===== src/rtl/alu_pkg.sv =====
// Shared encodings for the ALU logic unit: operation select and FSM states.
package alu_pkg;

    typedef enum logic [2:0] {
        OP_NOT  = 3'b000,
        OP_AND  = 3'b001,
        OP_OR   = 3'b010,
        OP_XOR  = 3'b011,
        OP_NAND = 3'b100,
        OP_NOR  = 3'b101,
        OP_XNOR = 3'b110,
        OP_PASS = 3'b111
    } op_e;

    typedef enum logic [1:0] {
        S_IDLE = 2'b00,
        S_BUSY = 2'b01,
        S_DONE = 2'b10
    } state_e;

endpackage


===== src/rtl/logic_chunk.sv =====
// Combinational bitwise operation on one CHUNK-wide slice of the operands.
module logic_chunk
    import alu_pkg::*;
#(
    parameter int CHUNK = 8
) (
    input  logic [CHUNK-1:0] a,
    input  logic [CHUNK-1:0] b,
    input  logic [2:0]       op,
    output logic [CHUNK-1:0] y
);

    always_comb begin
        y = '0;
        case (op_e'(op))
            OP_NOT:  y = ~a;
            OP_AND:  y = a & b;
            OP_OR:   y = a | b;
            OP_XOR:  y = a ^ b;
            OP_NAND: y = ~(a & b);
            OP_NOR:  y = ~(a | b);
            OP_XNOR: y = ~(a ^ b);
            OP_PASS: y = a;
            default: y = '0;
        endcase
    end

endmodule


===== src/rtl/logic_unit.sv =====
// Multi-cycle bitwise logic unit: latches operands, then computes one CHUNK
// per cycle LSB first, accumulating a zero flag, and holds the result in DONE.
module logic_unit
    import alu_pkg::*;
#(
    parameter int WIDTH = 32,
    parameter int CHUNK = 8
) (
    input  logic             clock,
    input  logic             reset,
    input  logic             in_valid,
    output logic             in_ready,
    input  logic [2:0]       op,
    input  logic [WIDTH-1:0] data_a,
    input  logic [WIDTH-1:0] data_b,
    output logic             out_valid,
    input  logic             out_ready,
    output logic [WIDTH-1:0] result,
    output logic             is_zero,
    output logic [1:0]       fsm_state
);

    localparam int N  = WIDTH / CHUNK;
    localparam int CW = (N > 1) ? $clog2(N) : 1;
    localparam logic [CW-1:0]    LAST = CW'(N - 1);
    localparam logic [WIDTH-1:0] MASK = WIDTH'({CHUNK{1'b1}});

    state_e             state_q, state_d;
    logic [CW-1:0]      cnt;
    logic [WIDTH-1:0]   a_q, b_q, result_q;
    logic [2:0]         op_q;
    logic               zero_acc;
    logic [CHUNK-1:0]   a_chunk, b_chunk, y_chunk;
    int unsigned        shamt;

    // Handshakes: a transfer happens on an edge where valid and ready are both
    // high; in_ready is high only in IDLE and out_valid only in DONE, so no
    // transfer can be accepted and completed in the same cycle.
    assign in_ready  = (state_q == S_IDLE);
    assign out_valid = (state_q == S_DONE);
    assign result    = result_q;
    assign is_zero   = zero_acc;
    assign fsm_state = state_q;

    assign shamt   = int'(cnt) * CHUNK;
    assign a_chunk = CHUNK'(a_q >> shamt);
    assign b_chunk = CHUNK'(b_q >> shamt);

    logic_chunk #(.CHUNK(CHUNK)) u_chunk (
        .a  (a_chunk),
        .b  (b_chunk),
        .op (op_q),
        .y  (y_chunk)
    );

    always_ff @(posedge clock or posedge reset) begin
        if (reset) state_q <= S_IDLE;
        else       state_q <= state_d;
    end

    always_comb begin
        state_d = state_q;
        case (state_q)
            S_IDLE:  if (in_valid)    state_d = S_BUSY;
            S_BUSY:  if (cnt == LAST) state_d = S_DONE;
            S_DONE:  if (out_ready)   state_d = S_IDLE;
            default: state_d = S_IDLE;
        endcase
    end

    always_ff @(posedge clock or posedge reset) begin
        if (reset) begin
            a_q      <= '0;
            b_q      <= '0;
            op_q     <= '0;
            result_q <= '0;
            zero_acc <= 1'b0;
            cnt      <= '0;
        end else begin
            case (state_q)
                S_IDLE: if (in_valid) begin
                    a_q      <= data_a;
                    b_q      <= data_b;
                    op_q     <= op;
                    result_q <= '0;
                    zero_acc <= 1'b1;
                    cnt      <= '0;
                end
                S_BUSY: begin
                    // Read-modify-write of just the active slice.
                    result_q <= (result_q & ~(MASK << shamt)) | (WIDTH'(y_chunk) << shamt);
                    zero_acc <= zero_acc & (y_chunk == '0);
                    if (cnt != LAST) cnt <= cnt + 1'b1;
                end
                default: ;
            endcase
        end
    end

endmodule


===== config.mk =====
export PLATFORM = sky130hd
export DESIGN_NAME = logic_unit
export DESIGN_NICKNAME = d
export VERILOG_FILES = /design/src/rtl/alu_pkg.sv /design/src/rtl/logic_chunk.sv /design/src/rtl/logic_unit.sv
export SDC_FILE = /design/constraint.sdc
export NUM_CORES = 1
export LEC_CHECK = 0
export CORE_MARGIN = 4
export CORE_UTILIZATION = 51
export CTS_CLUSTER_SIZE = 30
export DETAILED_ROUTE_END_ITERATION = 7
export HOLD_SLACK_MARGIN = 0.1
export PLACE_DENSITY = 0.8
export SYNTH_ARGS = -nofsm -noshare
export SYNTH_HDL_FRONTEND = slang
export SYNTH_SLANG_ARGS = --single-unit
export TNS_END_PERCENT = 1

===== constraint.sdc =====
create_clock -name clock -period 4.3 [get_ports clock]
set_input_delay 0.86 -clock clock [delete_from_list [all_inputs] [get_ports clock]]
set_output_delay 0.86 -clock clock [all_outputs]
set_load 0.05 [all_outputs]

==> results.txt, run 1 <==
- The flow ran to the end, and the final reports show no timing, DRC or antenna violations.
- The endpoint identified for the worst register-to-register timing path is is_zero.
- Worst setup slack for register-to-register paths: 1000 ps
- The initial antenna violation count came to 0.
- Setup Crit Path Kind: reg -> reg
* Most frequent standard cell in the layout excluding fill and tap cells: clkdlybuf4s50_1
* Core box area: ~9800 um^2
- The final count of hold timing violations came to 0.
- Max-cap violations in this run came to 0.
* Most crowded layer after global routing: met2
* DRC viols: 0
- Setup repair after global routing left no endpoint under its margin.
- Type of element capturing the critical path: register
- For this run, the leading register cell type out of synthesis is dfrtp_1.
- Post-layout util: between 60 and 70%
- Static timing analysis puts the maximum clock frequency at 0.303 GHz.
- After clock tree synthesis, the clock-pin slew on the worst setup and hold paths is ~90 ps.
- DR vias: about 3,700
- The max-slew violation total from the final report came to 0.
- Number of buffers added to fix hold violations after cts: 0
* Horizontal extent of the die: between 100 and 150 um
- Antenna diode instance count: 0
* Depth of the worst register-to-register path: 10
* Beginning of the worst register-to-register path: cnt[0]
- In this run the tool buffered the top-level ports with between 100 and 150 buffer cells.
- Area of the mapped netlist: 5110 um^2
* I/O pins: approximately 110
- Effective utilization at floorplan: between 50% and 60%
* Root buffer cell: clkbuf_8
- CP Capture Point: is_zero
- The worst path uses between 70% and 80% of the clock period.
* Iter 0 DRT Violations: slightly above 200
* Flip-flop and latch count after synthesis: 104
- At the later pin of the worst-skew pair, clock insertion delay measures around 360 ps.
* Fraction of final layout cells with drive strength greater than 1: 20.0%
- The floorplan has 36 rows.
* Number of synthesized flops with an enable pin: 0
- The number of clock buffers added by TritonCTS is 9.
- Post-DR wirelength/cell: around 19 um
- Yosys warning total: 0
- Number of iterations in the first detailed-routing pass: 5
- After the last flow step, the layout net total stands at approximately 590.
* Final total negative setup slack: 0 ps
- The placed instances occupy a cell area of around 6300 um^2.
- Global Route Usage Sum: 20.8%
- Sequence of cells on the critical path: buf_4 > mux4_2 > inv_1 > ha_1 > inv_1 > o32ai_1 > a211oi_1 > a32oi_1 > nor4_1 > o22a_1
- Critical Path Fanout Max: 19
- Top Family by Delay on Critical Path: flip-flops
- Number of cells produced by synthesis: 393
- Met3 demand-to-capacity share in global routing: roughly 3.2%
- The most critical setup path has its startpoint at cnt[0].
* HPWL after DPL: roughly 8.7 mm
- Top post-synthesis cells by area: dfrtp_1 51%, mux2_2 15%, a22o_1 5.7%
- Setup violations remaining at the end of the flow were counted as 0.
* Post-cts resize count: 0
- Number of inserted filler cells in the final layout: 738
- Arrival time at the worst endpoint: 3600 ps
- Area growth from synthesis to layout: 27.1%
* Wirelength, routed: ~12 mm
- The number of global-route vias before repair came to approximately 3,800.
* Worst slew pin tran: 1000 ps
- Setup fix buffers added after clock tree synthesis: 0
- Net Count, Synth: 484
- Met1 routing resource usage after global routing: 27.5%
- In this run the number of cells on the critical path is 10.
- GR Layer Usage met2: 35.8%
- Deepest level of the CTS H-tree: 3
- The count of nets left with antenna violations once routing finished came out at 0.
* Area leader, netlist: dfrtp_1
- For this run, asynchronously set or reset flops after synthesis account for 100%.
- The worst setup path is launched from a register.
* Layout Cells excl Fill: between 600 and 700
* Number of buffers and inverters on the critical path: 3
- For this design, the slowest cell found on the critical path is dfrtp_1.
* Class of the most critical hold timing path: reg -> reg
- Power density of the placed cells: 886 nW/um^2
* Aggregate global routing overflow: 0
- Summing the sequential cell areas from Yosys gives about half of the chip area.
- The worst-case IR drop observed on VDD is around 410 uV.
* Final critical-path required period: about 3300 ps
- By instance count, the cell type seen most on the critical path is inv_1.
- The congestion estimate from routability-driven global placement came to ~0.8.
- TritonCTS built the clock tree.
* Critical path required time: 4600 ps
- Static leakage power: around 2.8 nW
* Number of sinks driven by the clock tree: roughly 100
* Vias per Instance: between 5 and 6
- The design draws ~5.7 mW.
- Share of the synthesized area in the top cell type: about half
- Counting tap cells, the placed design contains a total of roughly 600 instances.
- Longest Clk Path Bufs: 2
- The average instance in the mapped netlist occupies approximately 13 um^2.
* Slew headroom: roughly a third
- Global-route wire length before repair: between 15 and 20 mm
- Yosys cell types: 32
- Leaving out fill and tap cells, the most frequent cells in the layout are 107 x clkdlybuf4s50_1, 104 x dfrtp_1, 66 x mux2_2.
- DIE HEIGHT: roughly 110 um
- Die footprint: ~12,000 um^2
- Final instance area: between 6000 and 7000 um^2
- Across the routed clock network, the largest skew measured is about 14 ps.
- The largest single stage delay on the critical path is ~930 ps.
* Largest net degree at the start of global routing: between 40 and 50
==> worst min-delay path by stage <==
stage                from         end  cells past startpoint
5_1_grt           a_q[12]     a_q[12]                      1
4_1_cts           a_q[12]     a_q[12]                      1
2_1_floorplan     a_q[12]     a_q[12]                      1
6_report        result[3]   result[3]                      1
3_5_place_dp   result[17]  result[17]                      1
3_3_place_gp      a_q[20]     a_q[20]                      1
==> cells in the mapped netlist (5+ instances only) <==
library cell    n
mux2_2         66
buf_2          11
mux4_2         10
a211oi_1       16
a21oi_1         7
inv_1          28
o22ai_1         8
o32ai_1         8
nor2b_1        10
ha_1           20
a22o_1         33
mux4_1          6
and2_1          5
clkbuf_1        8
nand2_1        20
dfrtp_1       104
==> final cells by class <==
| cell class | instances | area, um^2 | area share, % |
|---|---|---|---|
| multi-input combinational | 239 | 2300 | 35.4 |
| clock inverter | 6 | 66.3 | 1.02 |
| timing repair buffer | 112 | 1110 | 17.1 |
| tap | 133 | 166 | 2.56 |
| inverter | 29 | 111 | 1.72 |
| clock buffer | 10 | 138 | 2.12 |
| sequential | 104 | 2600 | 40.1 |
==> power by group <==
part           total [mW]  leakage, nW  switching (mW)  internal [mW]
sequential           1.85         1.27           0.396           1.46
clock               0.626        0.107           0.338          0.289
combinational        3.27         1.39            1.81           1.46
total                5.75         2.76            2.54           3.20
==> stage by stage <==
| step | hold slack (ps) | setup WS [ps] |
|---|---|---|
| after global routing | 527 | 732 |
| final | 507 | 1000 |
| after global placement | 482 | 1140 |
| after floorplan | 472 | 708 |
| after CTS | 510 | 1020 |
| after detailed placement | 484 | 1040 |
==> per-layer routing <==
layer	routed length, um	share of wire (%)	vias to the layer above
li1	-	-	1674
met1	5040	43	1853
met2	6050	51	117
met3	552	4.7	11
met4	120	1.0	0
met5	0	0	-
==> cells by family after synthesis <==
group / count (synthesis) / synth area share, %
flops: 104 / 51.0
fa+ha+maj: 20 / 4.90
simple gates: 47 / 4.48
buf+inv: 50 / 4.09
compound gates: 90 / 13.5
mux: 82 / 22.1
==> state kept, by name, indices dropped and copies added (netlist names) <==
| signal | count |
|---|---|
| a_q | 32 |
| b_q | 32 |
| cnt | 2 |
| fsm_state | 2 |
| is_zero | 1 |
| op_q | 3 |
| result | 32 |
No activity file was read; power rests on OpenSTA's default activity.
==> run 2, diff against run 1 <==
- clock period: 4.3 -> 3.1 ns (I/O delays scaled with it)
==> results.txt, run 2 (synthesized netlist as in run 1, its figures left out) <==
- The detail-routed via count per cell is 5.82 (+0.71%).
- The wire length of the first global-routing pass came to 19.8 mm (+4.6%).
* Depth of the worst register-to-register path: 10 (unchanged)
- Worst Hold Depth: 1 (unchanged)
- VDD IR-drop max: 532 uV (+28%)
- The post-layout net count is 591 (+0.85%).
- Tracing the worst setup path back leads to its startpoint at cnt[0].
- Power density of the placed cells: 1230 nW/um^2 (+38%)
- The post-CTS setup repair buffer count is 0 (unchanged).
* Stage delay of the slowest cell on the critical path: 690 ps (-240 ps)
* Final critical-path required period: 2930 ps (-372 ps)
* Final total negative setup slack: 0 ps (unchanged)
- The worst register-to-register path ends at is_zero.
* Arrival time at the worst endpoint: 3250 ps (-350 ps)
* Count of pins over their slew limit: 0 (unchanged)
* Number of buffers added to fix hold violations after cts: 0 (unchanged)
- The min-delay analysis places its worst path in the category reg -> reg.
- The required time at the endpoint of the critical path was 3420 ps (-1180 ps).
- The HPWL after detailed placement came to 9.03 mm (+3.9%).
* Beginning of the worst register-to-register path: cnt[0]
- Horizontal extent of the die: 108 um (unchanged)
- The slew at the pin with the worst max-slew slack is 999 ps (-5.74 ps).
- Critical Path Fanout Max: 9 (-10)
* Number of iterations in the first detailed-routing pass: 4 (-1)
- Post-DR wirelength/cell: 18.8 um (+1.0%)
- In this design, the largest share of critical-path delay is due to compound AO/OA/AOI/OAI gates.
- The non-filler instance count after layout came to 638 (+0.79%).
- The number of nets with antenna violations after routing was 0 (unchanged).
* Worst-path clk slew: 100 ps (about the same)
* I/O pins: 108 (unchanged)
- The normalized max-slew margin was 32.9% (-0.13 points).
- The height of the die was 108 um (unchanged).
* Insertion delay of the later-clocked pin in the worst-skew pair: 380 ps (+20 ps)
- Aggregate global routing overflow: 0 (unchanged)
* Hold Fails Final Rpt: 0 (unchanged)
- Post-cts resize count: 0 (unchanged)
- STA classifies the critical path endpoint as a register.
- Number of buffers inserted by port buffering: 107 (unchanged)
- Number of CTS-inserted buffers: 9 (unchanged)
- Wirelength, routed: 12.0 mm (+1.8%)
* Status: complete, no violations
* Logic depth of the worst path, buffers included: 10 (unchanged)
* DR vias: 3,710 (+1.5%)
- Area growth from synthesis to layout: 28.0%
- Root buffer cell: clkbuf_8
- The maximum number of buffers from clock root to sink came to 2 (unchanged).
* DRC viols: 0 (unchanged)
- Iter 0 DRT Violations: 159 (-23%)
* Number of sinks driven by the clock tree: 104 (unchanged)
* Highest-delay cell along the critical path: mux4_1
* RSZ-0062 raised after global routing: no
- CP Capture Point: is_zero
- Fin Clk Skew: 13.5 ps (-0.831 ps)
- Number of antenna violations at the first check in global routing: 0 (unchanged)
* Antenna diode instance count: 0 (unchanged)
- Row count: 36 (unchanged)
- The maximum number of pins on one net before global-route repair came to 58 (+18%).
* Fraction of final layout cells with drive strength greater than 1: 20.8% (+0.79 points)
* Deepest level of the CTS H-tree: 3 (unchanged)
- Final period utilization: 94.4% (+18 points)
- The max-capacitance violation count is 0 (unchanged).
* Worst setup slack for register-to-register paths: 170 ps (-830 ps)
- The core area was 9770 um^2 (unchanged).
- Number of setup violations in the final report: 0 (unchanged)
- The most numerous cell type found on the critical path is inv_1.
- TritonCTS built the clock tree.
* Effective utilization at floorplan: 52.2% (unchanged)
* Sequence of cells on the critical path: buf_4 > mux4_1 > inv_1 > ha_1 > inv_1 > o32ai_1 > a211oi_1 > a32oi_1 > nor4_1 > o22a_1
- The peak clock frequency supported by timing came to 0.342 GHz (+13%).
- STA classifies the critical path startpoint as a register.
- Static leakage power: 2.78 nW (+0.55%)
* Number of buffers and inverters on the critical path: 3 (unchanged)
* Number of global-route vias before repair: 3,911 (+3.6%)
* Leading cell types in the layout, fill and taps excluded: 107 x clkdlybuf4s50_1, 104 x dfrtp_1, 66 x mux2_2
- Setup Crit Path Kind: reg -> reg
- The number of filler instances in the final layout was 763 (+3.4%).
* Global Route Usage Sum: 21.8% (+1.0 points)
* Placer's final routability congestion estimate: 0.875 (+9.8%)
* Most frequent standard cell in the layout excluding fill and tap cells: clkdlybuf4s50_1
- The area of the die was 11,700 um^2 (unchanged).
* Number of cells in the design after placement: 622 (+0.81%)
## run 2: changes by cell type in the layout (fill, tap and decap cells not counted)
| cell | before | now |
|---|---|---|
| buf_4 | 5 | 8 |
| buf_12 | 0 | 2 |
| inv_4 | 1 | 0 |
| clkinvlp_4 | 0 | 2 |
| inv_8 | 0 | 2 |
| clkbuf_8 | 10 | 9 |
| bufinv_16 | 1 | 0 |
| clkinv_2 | 2 | 1 |
## run 2: worst min path at each step
stage / end / start / slack, ps
6_report: result[28] / result[28] / 510
5_1_grt: result[24] / result[24] / 530
4_1_cts: result[28] / result[28] / 510
3_5_place_dp: result[8] / result[8] / 480
3_3_place_gp: b_q[31] / b_q[31] / 480
2_1_floorplan: a_q[12] / a_q[12] / 470
## run 2: final cells by class
| class | instances | area, um^2 | area share [%] |
|---|---|---|---|
| repair buffers | 117 | 1170 | 17.9 |
| clock inverters | 7 | 61.3 | 0.938 |
| clock buffers | 9 | 124 | 1.90 |
| well taps | 133 | 166 | 2.55 |
| flip-flops and latches | 104 | 2600 | 39.8 |
| multi-input cells | 239 | 2300 | 35.1 |
| inverters | 29 | 113 | 1.72 |
## run 2: through the flow
stage               hold WS, ps  setup WS, ps  area (um^2)  power, mW  util [%]
floorplan                   472           434         5110       5.85         -
global placement            484           475         6350       6.98      65.0
detailed placement          481           331         6350       7.20      65.0
CTS                         512           273         6530       8.01      66.8
global route                529          66.3         6530       8.58      66.8
finish                      510           175         6530       8.00      66.8
## run 2: metal layers
layer	share of wire [%]	wire length (um)	up-vias	track usage [%]
li1	-	-	1682	-
met1	42	5010	1904	27.8
met2	52	6260	108	37.6
met3	4.5	536	16	5.25
met4	1.4	172	0	5.41
met5	0	0	-	0
## run 2: worst reg2reg max path, cell delays in order (launching register included)
cell and delay (ps):
dfrtp_1 390, buf_4 180, mux4_1 690, inv_1 110, ha_1 240, inv_1 70
o32ai_1 90, a211oi_1 380, a32oi_1 210, nor4_1 350, o22a_1 160
## run 2: report_power, final
part | switching (mW) | internal [mW] | leakage, nW
sequential | 0.431 | 2.02 | 1.27
clock | 0.489 | 0.309 | 0.0940
combinational | 2.69 | 2.07 | 1.41
==> run 3, diff against run 2 <==
- CORE_UTILIZATION: 51 -> 55
- PLACE_DENSITY: 0.8 -> 0.85
- clock period: 3.1 -> 3.4 ns (I/O delays scaled with it)
==> results.txt, run 3 (synthesized netlist as in run 1, its figures left out) <==
- Status: complete, no violations
- CTS tree: built
- DRC viols: 0 (unchanged)
- Vias per Instance: 5.98 (+2.8%)
* Leading cell types in the layout, fill and taps excluded: 107 x clkdlybuf4s50_1, 104 x dfrtp_1, 66 x mux2_2
* HPWL after DPL: 8.73 mm (-3.3%)
* Sequence of cells on the critical path: mux4_1 > inv_1 > ha_1 > inv_1 > o32ai_1 > a211oi_1 > a32oi_1 > nor4_1 > o22a_1
- In this run the worst hold path is classified as reg -> reg.
- Top Family by Delay on Critical Path: flip-flops
- The post-layout net count is 589 (-0.34%).
- The initial core utilization was 57.4% (+5.2 points).
- The number of CTS-inserted buffers came to 9 (unchanged).
* DIE HEIGHT: 104 um (-3.4%)
- Setup Crit Path Kind: reg -> reg
- The maximum level of the CTS H-tree was 3 (unchanged).
- The aggregate routed wire length was 11.8 mm (-1.6%).
* Die footprint: 10,900 um^2 (-6.7%)
- Net Sw Power: 3.26 mW (-9.6%)
* Worst Hold Depth: 1 (unchanged)
- Slew headroom: 33.9% (+1.0 points)
- Clock power share: 10.4% (+0.4 points)
- Number of iterations in the first detailed-routing pass: 6 (+2)
- The final count of hold timing violations came to 0 (unchanged).
- The die extent in x was 104 um (-3.4%).
- The clock slew at the register clock pins of the worst setup and hold paths is 100 ps (about the same).
* Combinational share of power: 58.7% (-0.7 points)
* Worst setup slack for register-to-register paths: 380 ps (+210 ps)
- Beginning of the worst register-to-register path: cnt[1]
- The max-capacitance violation count was 0 (unchanged).
- Post-cts resize count: 0 (unchanged)
* Cell type with the highest occurrence count on the critical path: inv_1
- Number of antenna violations at the first check in global routing: 0 (unchanged)
- Post-layout util: 73.2% (+6.4 points)
* Remaining antenna violation count after routing: 0 (unchanged)
- Fraction of final layout cells with drive strength greater than 1: 20.5% (-0.31 points)
* Setup fix buffers added after clock tree synthesis: 0 (unchanged)
* Proportion of total power due to net switching: 44.7% (-0.40 points)
- The delay of the slowest cell on the worst path came to 930 ps (+240 ps).
* Type of element capturing the critical path: register
- The worst setup path is launched from a register.
- Internal portion of total power: 4.04 mW (-8.1%)
* Total power draw: 7.30 mW (-8.7%)
- The fraction of power consumed by sequential logic is 30.9% (+0.3 points).
- The required time at the endpoint of the critical path was 3710 ps (+290 ps).
* Most frequent standard cell in the layout excluding fill and tap cells: clkdlybuf4s50_1
* Critical Path Fanout Max: 21 (+12)
- Count of pins over their slew limit: 0 (unchanged)
* Row count: 34 (-5.6%)
- Fin Clk Skew: 12.5 ps (-0.959 ps)
* Number of global-route vias before repair: 3,803 (-2.8%)
- The wire length per cell is 19.3 um (+2.7%).
- The leakage power came to 2.78 nW (about the same).
* Placer's final routability congestion estimate: 0.892 (+2.0%)
- Clock tree synthesis selected as its root buffer the cell clkbuf_8.
- Maximum frequency from static timing analysis: 0.332 GHz (-3.0%)
* Final period utilization: 88.7% (-5.7 points)
- The total vias in the final route came to 3,653 (-1.5%).
* I/O pins: 108 (unchanged)
- Destination of the worst hold path: result[31]
- The final number of setup-violating endpoints came to 0 (unchanged).
* Insertion delay of the later-clocked pin in the worst-skew pair: 370 ps (about the same)
- The iteration-0 DRC count of the detailed router is 289 (+82%).
- Largest net degree at the start of global routing: 69 (+19%)
* Core box area: 8890 um^2 (-9.0%)
* Number of sinks driven by the clock tree: 104 (unchanged)
- Min-delay src: result[31]
- Aggregate global routing overflow: 0 (unchanged)
- The maximum number of buffers from clock root to sink is 2 (unchanged).
- The total routing resource utilization after global routing is 22.6% (+0.82 points).
- Depth of the worst register-to-register path: 9 (-1)
- The data arrival time of the critical path was 3320 ps (+70 ps).
- Capture instance of the worst register-to-register path: is_zero
- Area growth from synthesis to layout: 27.5%
* RSZ-0062 raised after global routing: no
- The final critical delay including setup and external delays came to 3020 ps (+90.1 ps).
* Highest-delay cell along the critical path: dfrtp_1
- Power density of the placed cells: 1120 nW/um^2 (-8.5%)
* Number of buffers inserted by port buffering: 107 (unchanged)
- The maximum vdd ir drop is 443 uV (-17%).
- The total inserted antenna cells was 0 (unchanged).
* Worst slew pin tran: 984 ps (-15.6 ps)
- The post-cts hold buffer count was 0 (unchanged).
* Final total negative setup slack: 0 ps (unchanged)
- The wire length of the first global-routing pass is 19.8 mm (+0.35%).
* Number of buffers and inverters on the critical path: 2 (-1)
-- run 3: layer usage --
layer | part of all wire [%] | global-route usage (%) | vias to the layer above
li1 | - | - | 1678
met2 | 50 | 37.4 | 139
met3 | 5.4 | 5.28 | 27
met1 | 43 | 30.7 | 1809
met4 | 1.7 | 4.84 | 0
met5 | 0 | 0 | -
-- run 3: per-stage QoR --
stage / instance area (um^2) / hold slack, ps / std cells / setup WS, ps
final: 6510 / 509 / 611 / 385
after global placement: 6310 / 482 / 595 / 571
after floorplan: 5110 / 472 / 393 / 734
after global routing: 6510 / 528 / 611 / 138
after detailed placement: 6310 / 488 / 595 / 415
after CTS: 6510 / 515 / 611 / 387
-- run 3: worst max-delay path by stage --
| stage | startpoint | to | slack (ps) | cells after the start |
|---|---|---|---|---|
| floorplan | fsm_state[0] | b_q[10] | 730 | 5 |
| global placement | cnt[1] | is_zero | 570 | 9 |
| detailed placement | cnt[1] | is_zero | 420 | 9 |
| CTS | cnt[1] | is_zero | 390 | 9 |
| global route | cnt[1] | is_zero | 140 | 9 |
| finish | cnt[1] | is_zero | 380 | 9 |
-- run 3: layout make-up --
cell class	instances	area [um^2]
flip-flops and latches	104	2600
fillers	596	2380
multi-input cells	239	2300
repair buffers	115	1170
clock buffers	11	151
well taps	108	135
inverters	29	113
clock inverters	5	46.3
-- run 3: power groups by stage --
stage	registers, mW	logic (mW)	clock network, mW
2_1_floorplan	2.70	2.63	0
3_3_place_gp	2.24	4.12	0
3_5_place_dp	2.28	4.27	0
4_1_cts	2.26	4.28	0.778
5_1_grt	2.32	4.67	0.827
6_report	2.26	4.29	0.761
